$ cat config.mk
export PLATFORM = sky130hd
export DESIGN_NAME = tt_um_jimktrains_vslc_sequencer
export DESIGN_NICKNAME = d
export VERILOG_FILES = /design/src/rtl/tt_um_jimktrains_vslc_sequencer.sv
export SDC_FILE = /design/constraint.sdc
export NUM_CORES = 1
export LEC_CHECK = 0
export ABC_AREA = 1
export BUFFER_PORTS_ARGS = -buffer_cell sky130_fd_sc_hd__buf_2
export CAP_MARGIN = 20
export CORE_ASPECT_RATIO = 1.25
export CORE_MARGIN = 3
export CORE_UTILIZATION = 50
export CTS_CLUSTER_DIAMETER = 30
export DETAILED_ROUTE_END_ITERATION = 16
export PLACE_DENSITY = 0.72
export SLEW_MARGIN = 10
export SYNTH_ARGS = -nofsm -noshare
export SYNTH_HDL_FRONTEND = slang
export SYNTH_SLANG_ARGS = --single-unit
$ cat constraint.sdc
create_clock -name clk -period 6.25 [get_ports clk]
set_input_delay 0.625 -clock clk [delete_from_list [all_inputs] [get_ports clk]]
set_output_delay 0.625 -clock clk [all_outputs]
set_load 0.005 [all_outputs]
$ cat src/rtl/tt_um_jimktrains_vslc_sequencer.sv
// Scan-cycle sequencer: loads a byte program into a small store, then on each
// scan tick snapshots the live inputs and streams the program out one
// instruction per clock until the end opcode or the loaded length is reached.
module tt_um_jimktrains_vslc_sequencer #(
   parameter int unsigned PROG_DEPTH = 32,
   parameter logic [7:0]  END_OP     = 8'hFF
) (
   input  logic                          clk,
   input  logic                          rst_n,
   input  logic                          load_en,
   input  logic                          load_valid,
   input  logic [7:0]                    load_data,
   input  logic                          run,
   input  logic                          scan_tick,
   input  logic [7:0]                    ui_in,
   output logic [7:0]                    instr,
   output logic                          instr_ready,
   output logic [7:0]                    ui_snap,
   output logic [7:0]                    ui_snap_prev,
   output logic [$clog2(PROG_DEPTH)-1:0] pc,
   output logic [$clog2(PROG_DEPTH):0]   prog_len,
   output logic                          busy,
   output logic                          scan_done,
   output logic                          overrun,
   output logic                          load_ovf
);

   localparam int unsigned AW  = $clog2(PROG_DEPTH);
   localparam logic [AW:0] ONE = {{AW{1'b0}}, 1'b1};

   typedef enum logic [2:0] {
      S_IDLE,
      S_LOAD,
      S_SNAP,
      S_EXEC,
      S_DONE
   } state_t;

   state_t      state_q, state_d;
   logic [AW:0] wptr_q, wptr_d;
   logic [AW:0] len_q, len_d;
   // pc carries one extra bit so a full store can end at PROG_DEPTH without
   // wrapping; the port exposes only the addressing bits.
   logic [AW:0] pc_q, pc_d;
   logic [7:0]  instr_q, instr_d;
   logic        rdy_q, rdy_d;
   logic [7:0]  snap_q, snap_d;
   logic [7:0]  prev_q, prev_d;
   logic        done_q, done_d;
   logic        ovr_q, ovr_d;
   logic        lovf_q, lovf_d;

   logic [7:0]  mem [PROG_DEPTH];
   logic        mem_we;
   logic [7:0]  mem_rd;

   assign mem_rd = mem[pc_q[AW-1:0]];

   // Program store write port; contents survive reset by design.
   always_ff @(posedge clk) begin
      if (mem_we) begin
         mem[wptr_q[AW-1:0]] <= load_data;
      end
   end

   // Next-state and next-output decode for the sequencer FSM.
   always_comb begin
      state_d = state_q;
      wptr_d  = wptr_q;
      len_d   = len_q;
      pc_d    = pc_q;
      instr_d = instr_q;
      rdy_d   = 1'b0;
      snap_d  = snap_q;
      prev_d  = prev_q;
      done_d  = 1'b0;
      lovf_d  = lovf_q;
      mem_we  = 1'b0;
      ovr_d   = ovr_q | (scan_tick & (state_q != S_IDLE));

      unique case (state_q)
         S_IDLE: begin
            if (load_en) begin
               state_d = S_LOAD;
               wptr_d  = '0;
               len_d   = '0;
               lovf_d  = 1'b0;
            end else if (run && scan_tick && (len_q != '0)) begin
               state_d = S_SNAP;
            end
         end
         S_LOAD: begin
            if (!load_en) begin
               len_d   = wptr_q;
               state_d = S_IDLE;
            end else if (load_valid) begin
               if (!wptr_q[AW]) begin
                  mem_we = 1'b1;
                  wptr_d = wptr_q + ONE;
               end else begin
                  lovf_d = 1'b1;
               end
            end
         end
         S_SNAP: begin
            prev_d  = snap_q;
            snap_d  = ui_in;
            pc_d    = '0;
            state_d = S_EXEC;
         end
         S_EXEC: begin
            if ((pc_q >= len_q) || (mem_rd == END_OP)) begin
               state_d = S_DONE;
               done_d  = 1'b1;
            end else begin
               instr_d = mem_rd;
               rdy_d   = 1'b1;
               pc_d    = pc_q + ONE;
            end
         end
         S_DONE: begin
            state_d = S_IDLE;
         end
         default: begin
            state_d = S_IDLE;
         end
      endcase
   end

   // State and output registers with synchronous active-low reset.
   always_ff @(posedge clk) begin
      if (!rst_n) begin
         state_q <= S_IDLE;
         wptr_q  <= '0;
         len_q   <= '0;
         pc_q    <= '0;
         instr_q <= '0;
         rdy_q   <= 1'b0;
         snap_q  <= '0;
         prev_q  <= '0;
         done_q  <= 1'b0;
         ovr_q   <= 1'b0;
         lovf_q  <= 1'b0;
      end else begin
         state_q <= state_d;
         wptr_q  <= wptr_d;
         len_q   <= len_d;
         pc_q    <= pc_d;
         instr_q <= instr_d;
         rdy_q   <= rdy_d;
         snap_q  <= snap_d;
         prev_q  <= prev_d;
         done_q  <= done_d;
         ovr_q   <= ovr_d;
         lovf_q  <= lovf_d;
      end
   end

   assign instr        = instr_q;
   assign instr_ready  = rdy_q;
   assign ui_snap      = snap_q;
   assign ui_snap_prev = prev_q;
   assign pc           = pc_q[AW-1:0];
   assign prog_len     = len_q;
   assign busy         = (state_q != S_IDLE);
   assign scan_done    = done_q;
   assign overrun      = ovr_q;
   assign load_ovf     = lovf_q;

endmodule

==> results of run 1 <==
## layer usage
metal	part of all wire, %	global-route usage, %	up-vias
met5	0	0	-
met4	3.5	9.01	0
met3	6.9	3.14	85
met2	50	36.3	384
met1	40	27.9	4234
li1	-	-	4219
## worst max-delay path by stage
| stage | slack, ns | depth (start not counted) | endpoint |
|---|---|---|---|
| 2_1_floorplan | 4.20 | 6 | mem[0][0] |
| 3_3_place_gp | 1.90 | 17 | flip-flop |
| 3_5_place_dp | 1.88 | 17 | flip-flop |
| 4_1_cts | 1.80 | 17 | pc_q[2] |
| 5_1_grt | 1.37 | 17 | pc_q[2] |
| 6_report | 1.78 | 17 | pc_q[2] |
## cell usage after synthesis (all sizes together)
master / count
a221oi: 1
o211ai: 1
buf: 54
o22ai: 6
a21oi: 19
ha: 11
a22oi: 1
clkinv: 1
o21ai: 20
dfxtp: 54
nand3b: 1
nor2: 97
clkbuf: 11
nand3: 205
inv: 44
nor3: 3
xor2: 2
a41oi: 1
nand2: 419
xnor2: 1
edfxtp: 256
o311ai: 1
nand4: 3
## worst reg2reg max path, delay by kind of cell (launching register included)
kind	cells	cell delay, ns
DFF	1	0.79
buffers and inverters	3	1.97
AOI/OAI and AO/OA	1	0.22
and+or+nand+nor	13	1.42
## layout make-up
class	count	area, µm²	share of cell area [%]
multi-input cells	792	3450	23.6
repair buffers	67	370	2.53
clock inverters	30	388	2.65
flip-flops and latches	310	8770	60.0
well taps	335	419	2.87
clock buffers	44	1040	7.10
inverters	45	170	1.16
## where the power goes
part           total, mW  switching [mW]  internal, mW
Sequential          2.27          0.0165          2.25
Combinational      0.160           0.115        0.0447
Clock               2.41           0.893          1.52
## state kept, by name, summed over array words and instances, names as in the netlist, 3 cells and up, named ones only
| signal | count |
|---|---|
| ui_snap_prev | 8 |
| state_q | 3 |
| prog_len | 6 |
| wptr_q | 6 |
| instr | 8 |
| pc_q | 6 |
| mem | 256 |
| ui_snap | 8 |
## through the flow
step / worst slack (ns) / instances / hold slack (ns)
final: 1.78 / 1623 / 0.324
after global routing: 1.37 / 1623 / 0.323
after detailed placement: 1.88 / 1549 / 0.458
after global placement: 1.90 / 1548 / 0.452
after floorplan: 4.20 / 1212 / 0.460
after CTS: 1.80 / 1623 / 0.318
## kinds of logic (layout without fill, tap and decap cells)
family | count (synthesis) | in the layout | synth area share, %
simple gates | 728 | 728 | 23.4
compound gates | 50 | 50 | 2.13
buf+inv | 110 | 186 | 5.14
fa+ha+maj | 11 | 11 | 1.07
flops | 310 | 310 | 68.1
xor+xnor | 3 | 3 | 0.204
==> impl_metrics.csv, run 1 <==
group,metric,value,unit
timing,rsz0062_at_grt,"no",
setup_path,r2r-end,"pc_q[2]",
die,core-area,25300,µm²
clock_tree,hold_buffers,0,
die,io_pins,62,
layout,finalInstanceArea,14600,µm²
power,p_total,4.84,mW
synth,syn_nets,1245,
timing,fin_crit,4.47,ns
clock_tree,cts_resized,0,
global_route,grt_overflow_total,0,
layout,mostFrequentLayoutCell,"nand2_1",
route,firstDrtPassIters,6,
clock_tree,postCtsSetupBuffers,0,
setup_path,cp.required,6.67,ns
layout,num_antenna_cells,0,
synth,ys_ff_latch,310,
setup_path,cpLargestDelayFamily,"buffers and inverters",
setup_path,end_kind,"flip-flop",
timing,finalSetupViolations,0,
timing,fin_setup_tns,0,ns
synth,yosysTopAreaCellShare,59.7,%
place,dpl_cell_area,13200,µm²
power,power.leakage,5.61,nW
setup_path,ff2ff_path_depth,17,
setup_path,arrival,4.89,ns
die,dieArea,27700,µm²
worst_hold_path,min_to,"ui_snap[6]",
clock_tree,htreeDepth,2,
power,ir_drop,0.000240,V
outcome,outcome,"complete, no violations",
timing,slew_headroom,33.1,%
power,p_per_area,331,nW/µm²
die,fp.dieH,185,µm
synth,synth_seq_area_share,68.1,%
synth,syn_area,12900,µm²
setup_path,crit_top_cell,"nand2_1",
route,drtIter0Drc,800,
synth,synth.yosys.warnings,0,
place,routabilityCongestion,0.888,
route,viasPerCell,5.50,
setup_path,startpoint_type,"flip-flop",
place,portBuffers,61,
layout,fin_nets,1290,
global_route,grt_max_degree,67,
synth,avgSynthCellArea,10.6,µm²
layout,fillers,2041,
place,dp_hpwl,17700,µm
route,vias,8922,
setup_path,path_buf_inv,3,
setup_path,slowest_stage,"clkinv_2",
synth,ys_types,29,
setup_path,path_class,"flip-flop to flip-flop",
setup_path,path_max_fanout,66,
synth,syn-instance-count,1212,
layout,syn_to_final_growth,13.4,%
route,wl_per_cell,18.4,µm
timing,fmax,224,MHz
worst_hold_path,hold_class,"primary input to flip-flop",
setup_path,rrSetupSlack,1.78,ns
die,chipWidth,150,µm
clock_tree,numCtsBuffers,41,
route,drc,0,
route,wirelength,29800,µm
route,ant_nets,0,
setup_path,max_stage_delay,0.93,ns
timing,hold_viol,0,
layout,final_cell_mix,"nand2_1 (417), edfxtp_1 (256), nand3_1 (204)",
die,start_util,50.9,%
clock_tree,clockBufferDepth,3,
worst_hold_path,worstHoldPathCells,3,
timing,worst_clock_skew,0.0117,ns
clock_tree,cts_tree,"built",
timing,tightest_slew,1.00,ns
run,max_cap_violations,0,
synth,synth.largest_area_cell,"edfxtp_1",
die,fp-row-count,65,
layout,final_core_util,57.8,%
global_route,track_usage,21.5,%
setup_path,crit_chain,"clkinv_2 -> buf_4 -> nand2_1 -> nand3_1 -> nand3_1 -> nand2_1 -> nand2_1 -> nand2_1 -> nand2_1 -> nand2_1 -> nand2_1 -> nor2_1 -> nand2_1 -> nand3_2 -> inv_1 -> nand2_1 -> a21oi_1",
layout,drive_gt1_share,11.1,%
timing,slew_viol_final,0,
global_route,grt_pass1_vias,8552,
clock_tree,cts.sinks,310,
timing,min_period_over_period,71.5,%
clock_tree,clkTransAtPathRegs,0.06,ns
clock_tree,clockRootBuffer,"clkbuf_16",
worst_hold_path,min_from,"ui_in[6]",
global_route,grt_first_pass_wirelength,46200,µm
global_route,antenna_found_initial,0,
clock_tree,insertion_delay,0.52,ns
synth,synth.top_cells.by_area,"edfxtp_1 (60%), nand2_1 (12%), dfxtp_1 (8.4%)",
Note: power is estimated with default switching activity, not from simulation.
==> run 2, diff against run 1 <==
- clock period: 6.25 -> 4.7 ns (I/O delays scaled with it)
==> run 2 against run 1 <==
First-iteration DRC count up 0.75%; highest routed layer unchanged; final cell count about the same; critical path depth unchanged; global-route usage up 0.32 points; register-to-register slack worse by 0.67 ns; combinational power up 34%.
==> impl_metrics.csv, run 2 (synthesis results as in run 1) <==
group,metric,value,unit
layout,fillers,2038,
die,fp-row-count,65,
layout,fin_nets,1292,
setup_path,path_class,"flip-flop to flip-flop",
route,viasPerCell,5.47,
timing,finalSetupViolations,0,
die,core-area,25300,µm²
timing,slew_viol_final,0,
layout,final_core_util,57.4,%
setup_path,cp.required,5.10,ns
die,dieArea,27700,µm²
global_route,grt_pass1_vias,8638,
global_route,grt_max_degree,81,
place,portBuffers,61,
timing,fin_setup_tns,0,ns
run,max_cap_violations,0,
setup_path,crit_chain,"buf_4 -> buf_4 -> nand2_1 -> nand3_1 -> nand3_1 -> nand2_1 -> nand2_1 -> nand2_1 -> nand2_1 -> nand2_1 -> nand2_1 -> nor2_1 -> nand2_1 -> nand3_2 -> inv_1 -> o21ai_0 -> nor2_1",
layout,regArea,8770,µm²
die,fp.dieH,185,µm
place,dp_hpwl,17900,µm
clock_tree,clockRootBuffer,"clkbuf_16",
timing,fmax,279,MHz
layout,finalInstanceArea,14500,µm²
die,start_util,50.9,%
clock_tree,hold_buffers,0,
setup_path,arrival,3.99,ns
timing,hold_viol,0,
layout,drive_gt1_share,11.0,%
setup_path,max_stage_delay,0.73,ns
clock_tree,numCtsBuffers,40,
power,power.leakage,5.56,nW
route,wirelength,29900,µm
clock_tree,postCtsSetupBuffers,0,
timing,tightest_slew,1.01,ns
clock_tree,insertion_delay,0.51,ns
route,vias,8880,
layout,num_antenna_cells,0,
clock_tree,clkTransAtPathRegs,0.06,ns
layout,multi_input_area,3450,µm²
outcome,outcome,"complete, no violations",
global_route,antenna_found_initial,0,
layout,final_cell_mix,"nand2_1 (417), edfxtp_1 (256), nand3_1 (204)",
setup_path,slowest_stage,"buf_4",
die,io_pins,62,
timing,fin_crit,3.59,ns
clock_tree,cts_tree,"built",
worst_hold_path,hold_class,"primary input to flip-flop",
place,routabilityCongestion,0.899,
power,p_per_area,424,nW/µm²
route,drtIter0Drc,806,
layout,syn_to_final_growth,12.8,%
timing,rsz0062_at_grt,"no",
setup_path,crit_top_cell,"nand2_1",
timing,worst_slack,1.11,ns
place,pre_cts_ws,1.21,ns
timing,min_period_over_period,76.4,%
power,ir_drop,0.000425,V
place,dpl_cell_area,13200,µm²
setup_path,path_max_fanout,80,
clock_tree,clockBufferDepth,3,
setup_path,startpoint_type,"flip-flop",
clock_tree,cts.sinks,310,
clock_tree,cts_resized,0,
die,chipWidth,150,µm
global_route,grt_overflow_total,0,
power,p_total,6.16,mW
route,wl_per_cell,18.4,µm
route,ant_nets,0,
global_route,track_usage,21.8,%
timing,slew_headroom,32.6,%
setup_path,end_kind,"flip-flop",
layout,largest_reg_flops,256,
global_route,grt_first_pass_wirelength,46800,µm
route,firstDrtPassIters,6,
layout,mostFrequentLayoutCell,"nand2_1",
timing,worst_clock_skew,0.0110,ns
clock_tree,htreeDepth,2,
worst_hold_path,min_from,"ui_in[6]",
route,drc,0,
## run 2: cell type report
type	instances	area share, %
Timing Repair Buffer	70	2.74
Tap cell	335	2.89
Sequential cell	310	60.4
Multi-Input combinational cell	792	23.8
Inverter	45	1.17
Clock inverter	17	0.904
Clock buffer	55	8.14
## run 2: metrics by stage
stage	hold WS, ns	instances
floorplan	0.460	1212
global placement	0.449	1552
detailed placement	0.461	1552
CTS	0.163	1624
global route	0.185	1624
finish	0.177	1624
## run 2: report_power, final
part / internal (mW) / switching, mW / total, mW / leakage, nW
sequential: 3.00 / 0.0218 / 3.02 / 2.74
combinational: 0.0597 / 0.155 / 0.215 / 2.19
clock: 1.78 / 1.15 / 2.93 / 0.631
## run 2: per-layer routing
metal	up-vias	track usage (%)	share of wire [%]
li1	4219	-	-
met1	4227	27.6	39
met2	367	37.7	51
met3	67	3.43	6.5
met4	0	8.72	3.4
met5	-	0	0
## run 2: critical path: cells and delay by family, from the launching register on
kind	cells	cell delay, ns
AOI/OAI and AO/OA	1	0.19
and+or+nand+nor	13	1.47
DFF	1	0.34
buffers and inverters	3	1.39
## run 2: final timing paths
path / endpoint / slack [ns] / cells past startpoint
min: ui_snap[6] / 0.18 / 3
min reg2reg: overrun / 0.47 / 2
max reg2reg: pc_q[0] / 1.11 / 17
max: pc_q[0] / 1.11 / 17
